### config.mk
export PLATFORM = sky130hd
export DESIGN_NAME = addsub_result_display
export DESIGN_NICKNAME = d
export VERILOG_FILES = /design/src/rtl/addsub_result_display.sv
export SDC_FILE = /design/constraint.sdc
export NUM_CORES = 1
export LEC_CHECK = 0
export CORE_UTILIZATION = 50
export CTS_CLUSTER_DIAMETER = 200
export CTS_CLUSTER_SIZE = 10
export DETAILED_ROUTE_END_ITERATION = 10
export GPL_TIMING_DRIVEN = 0
export PLACE_DENSITY = 0.73
export SYNTH_ARGS = -nofsm -noshare
export SYNTH_HDL_FRONTEND = slang
export SYNTH_SLANG_ARGS = --single-unit
### constraint.sdc
create_clock -name clk -period 2.9 [get_ports clk]
set_input_delay 0.87 -clock clk [delete_from_list [all_inputs] [get_ports clk]]
set_output_delay 0.87 -clock clk [all_outputs]
set_load 0.05 [all_outputs]
### src/rtl/addsub_result_display.sv
// Captures an adder/subtractor result on ld and scans it onto a 4-digit active-low 7-segment display.
// Latency: one clock from any capture or digit change to an/seg. No backpressure: ld is always accepted.
module addsub_result_display #(
    parameter int REFRESH_DIV = 50000
) (
    input  logic       clk,
    input  logic       rst,
    input  logic       ld,
    input  logic [3:0] s,
    input  logic       c4,
    input  logic       v,
    input  logic       sgn,
    output logic [3:0] an,
    output logic [6:0] seg,
    output logic       dp
);
    localparam int CW = (REFRESH_DIV > 2) ? $clog2(REFRESH_DIV) : 1;

    localparam logic [6:0] G_MINUS = 7'b0111111;
    localparam logic [6:0] G_U     = 7'b1000001;
    localparam logic [6:0] G_C     = 7'b1000110;
    localparam logic [6:0] G_BLANK = 7'b1111111;

    typedef struct packed {
        logic [3:0] s;
        logic       c4;
        logic       v;
        logic       sgn;
    } cap_t;

    cap_t          r_cap;
    logic [CW-1:0] r_cnt;
    logic [1:0]    r_idx;
    logic [3:0]    r_an;
    logic [6:0]    r_seg;

    logic          w_neg;
    logic [3:0]    w_mag;
    logic [3:0]    w_an;
    logic [6:0]    w_seg;

    function automatic logic [6:0] hex_glyph(input logic [3:0] h);
        case (h)
            4'h0: hex_glyph = 7'b1000000;
            4'h1: hex_glyph = 7'b1111001;
            4'h2: hex_glyph = 7'b0100100;
            4'h3: hex_glyph = 7'b0110000;
            4'h4: hex_glyph = 7'b0011001;
            4'h5: hex_glyph = 7'b0010010;
            4'h6: hex_glyph = 7'b0000010;
            4'h7: hex_glyph = 7'b1111000;
            4'h8: hex_glyph = 7'b0000000;
            4'h9: hex_glyph = 7'b0010000;
            4'hA: hex_glyph = 7'b0001000;
            4'hB: hex_glyph = 7'b0000011;
            4'hC: hex_glyph = 7'b1000110;
            4'hD: hex_glyph = 7'b0100001;
            4'hE: hex_glyph = 7'b0000110;
            default: hex_glyph = 7'b0001110;
        endcase
    endfunction

    always_ff @(posedge clk) begin
        if (rst) begin
            r_cap <= '0;
        end else if (ld) begin
            r_cap <= {s, c4, v, sgn};
        end
    end

    always_ff @(posedge clk) begin
        if (rst) begin
            r_cnt <= '0;
            r_idx <= 2'd0;
        end else if (r_cnt == CW'(REFRESH_DIV - 1)) begin
            r_cnt <= '0;
            r_idx <= r_idx + 2'd1;
        end else begin
            r_cnt <= r_cnt + CW'(1);
        end
    end

    // 1000 negates to itself, which reads correctly as unsigned 8.
    always_comb begin
        w_neg = r_cap.sgn & r_cap.s[3];
        w_mag = w_neg ? (~r_cap.s + 4'd1) : r_cap.s;
        w_an  = ~(4'b0001 << r_idx);
        w_seg = G_BLANK;
        case (r_idx)
            2'd0: w_seg = hex_glyph(w_mag);
            2'd1: w_seg = w_neg    ? G_MINUS : G_BLANK;
            2'd2: w_seg = r_cap.c4 ? G_C     : G_BLANK;
            default: w_seg = r_cap.v ? G_U : G_BLANK;
        endcase
    end

    always_ff @(posedge clk) begin
        if (rst) begin
            r_an  <= 4'b1111;
            r_seg <= G_BLANK;
        end else begin
            r_an  <= w_an;
            r_seg <= w_seg;
        end
    end

    assign an  = r_an;
    assign seg = r_seg;
    assign dp  = 1'b1;
endmodule

==> results.cfg <==
[status]
status = completed

[min_path]
worstHoldStart = r_cnt[0]$_SDFF_PP0_
hold_path_end = r_cnt[0]$_SDFF_PP0_
whs_path_depth = 1
min-delay-path-class = reg -> reg

[setup_path]
crit_buf_inv = 1
crit_type = reg -> out
slowest_stage = clkdlybuf4s50_1
cp_slowest_stage_delay_ns = 0.79
r2r_end = seg[2]$_SDFF_PP1_
path_cells = clkdlybuf4s50_1
ff2ff_path_depth = 7
r2r_slack_ns = 0.64
crit_required_ns = 2.03
cp.arrival_ns = 1.47
worstPathMaxFanout = 1
end_kind = output port
crit_family = buffers and inverters
startpoint_type = flip-flop
r2r-start = r_cap[3]$_SDFFE_PP0P_

[grt]
grt_start_max_net_pins = 11
first_global_vias = 1329
grt_pass1_wl_mm = 5.71
overflow = 0
antenna_found_initial = 0
grt_use_total_pct = 21.2

[drt]
vias = 1373
wl_per_cell_um = 12.3
ant_nets = 0
wl_mm = 3.27
drt_iter0_markers = 57
drtPass1Iterations = 4
via_per_inst = 5.16
drc_errors = 0

[cells_and_area]
insertedDiodeCount = 0
stdcell_count = 266
final_common_cell = dfxtp_1
final_cell_mix = 36 x dfxtp_1, 32 x nor2_1, 19 x clkdlybuf4s50_1, 12 x mux2i_1, 12 x ha_1
area_growth_pct = 16.6
nets = 242
drive_above_1_share_pct = 6.82

[logic_synthesis]
syn_avg_cell_area_sq_um = 9.11
ys_warn_count = 0
synth_edf_count = 0
synthFlopType = dfxtp_1
synth_area_leaders = dfxtp_1 41%, ha_1 8.5%, mux2i_1 6.8%
synth_top_area_share_pct = 40.8
synth_cell_types = 42
syn-cell-area_sq_um = 1770
async_flop_share_pct = 0
synth-seq-cells = 36
netlist_instances = 194
synth_largest_area_cell = dfxtp_1
seq_area_frac_synth_pct = 40.8
synth.net_count = 216

[clock_tree]
clk_path_buf_depth = 2
path_clk_slew_ns = 0.12
cts_setup_buffers = 0
cts_buffers = 5
worstSkewPairLatency_ns = 0.35
tritoncts = done
cts.repair.resized = 0
cts_hold_buffers = 0
cts_root_buffer = clkbuf_4
cts_num_sinks = 36
htreeDepth = 2

[floorplanning]
die_area_sq_um = 3770
die_y_um = 61.4
rows = 21
core_area_sq_um = 3360
initial_core_util_pct = 52.5
io_pins = 22
die_w_um = 61.4

[placed_design]
gp_congestion = 0.799
place_ws_ns = 0.347
dpl.cell_count = 259
hpwl_mm = 2.48
io_buffers = 19

[sta]
max_freq_mhz = 427
period_needed_ns = 2.34
finalSetupTns_ns = 0
min_period_over_period_pct = 80.8
skew_ns = 0.0202
slew_headroom_pct = 64.5
hold_viol_final = 0
worst_slew_pin_slew_ns = 0.527
rsz0062_at_grt = false
hold-worst-slack_ns = 0.484
fin_ws_ns = 0.558
finalSetupViolations = 0
slew_viol_final = 0

[pwr]
ir_drop_v = 0.000298
p_leak_uw = 0.000852
power.density_nw_per_um2 = 451

[job]
maxCapViolations = 0
cells in the mapped netlist (all sizes together) (2+ instances only):
cell type / n
nor2: 33
buf: 5
nand4: 4
nor2b: 2
inv: 6
xor2: 8
nand2: 12
nand2b: 6
clkbuf: 3
a211oi: 2
dfxtp: 36
o21ai: 5
mux2i: 12
ha: 12
nor3b: 2
and3: 6
nor3: 4
nand3: 6
a21o: 2
a21oi: 2
xnor2: 9
logic make-up (layout without fill, tap and decap cells):
family | count (synthesis) | after routing | share of synthesized area (%)
buffers and inverters | 14 | 40 | 3.47
AOI/OAI and AO/OA | 21 | 21 | 9.35
other | 1 | 1 | 0.212
and+or+nand+nor | 81 | 81 | 22.5
adders and majority gates | 12 | 12 | 8.50
DFF | 36 | 36 | 40.8
muxes | 12 | 12 | 6.80
xor gates and xnor gates | 17 | 17 | 8.43
worst register-to-register path, stage by stage, from the launching register on:
cell and delay (ns):
dfxtp_1 0.45, inv_1 0.19, ha_1 0.31, and3_1 0.22
a211oi_4 0.33, nor2_2 0.07, a32o_1 0.24, a311o_1 0.35
how the worst max path moves through the flow:
stage	start	to	slack (ns)	depth (start not counted)
after floorplan	r_cap[3]$_SDFFE_PP0P_	seg[2]$_SDFF_PP1_	0.89	7
after global placement	rst	seg[3]$_SDFF_PP1_	0.38	5
after detailed placement	rst	seg[3]$_SDFF_PP1_	0.35	5
after CTS	seg[3]$_SDFF_PP1_	seg[3]	0.54	1
after global routing	r_cap[3]$_SDFFE_PP0P_	seg[5]$_SDFF_PP1_	0.44	8
final	seg[3]$_SDFF_PP1_	seg[3]	0.56	1
area by class of cell:
class	count	area, sq um
multi-input cells	144	985
flip-flops and latches	36	721
clock inverters	1	5.00
inverters	6	22.5
well taps	46	57.6
clock buffers	6	41.3
repair buffers	19	190
fillers	331	1300
plain buffers	8	38.8
flip-flops by register name (all words and copies together) (netlist names):
| register | cells |
|---|---|
| r_idx | 2 |
| an | 4 |
| r_cap | 7 |
| seg | 7 |
| r_cnt | 16 |
power breakdown:
group | total (uW) | internal (uW) | switching [uW]
logic | 154 | 63.5 | 90.2
registers | 526 | 514 | 12.8
clock network | 249 | 89.2 | 160
stage by stage:
step,instance area [sq um],total power [uW],util [%]
finish,2060,929,61.3
floorplan,1770,643,-
CTS,2060,941,61.3
global route,2060,977,61.3
global placement,2010,686,59.9
detailed placement,2010,692,59.9
layer usage:
metal	track usage [%]	vias to the layer above	share of wire (%)	wire, um
li1	-	705	-	-
met1	23.8	629	44	1420
met2	37.1	30	50	1630
met3	6.30	9	4.1	133
met4	9.52	0	2.4	78
met5	0	-	0	0
Note: power is estimated with default switching activity, not from simulation.
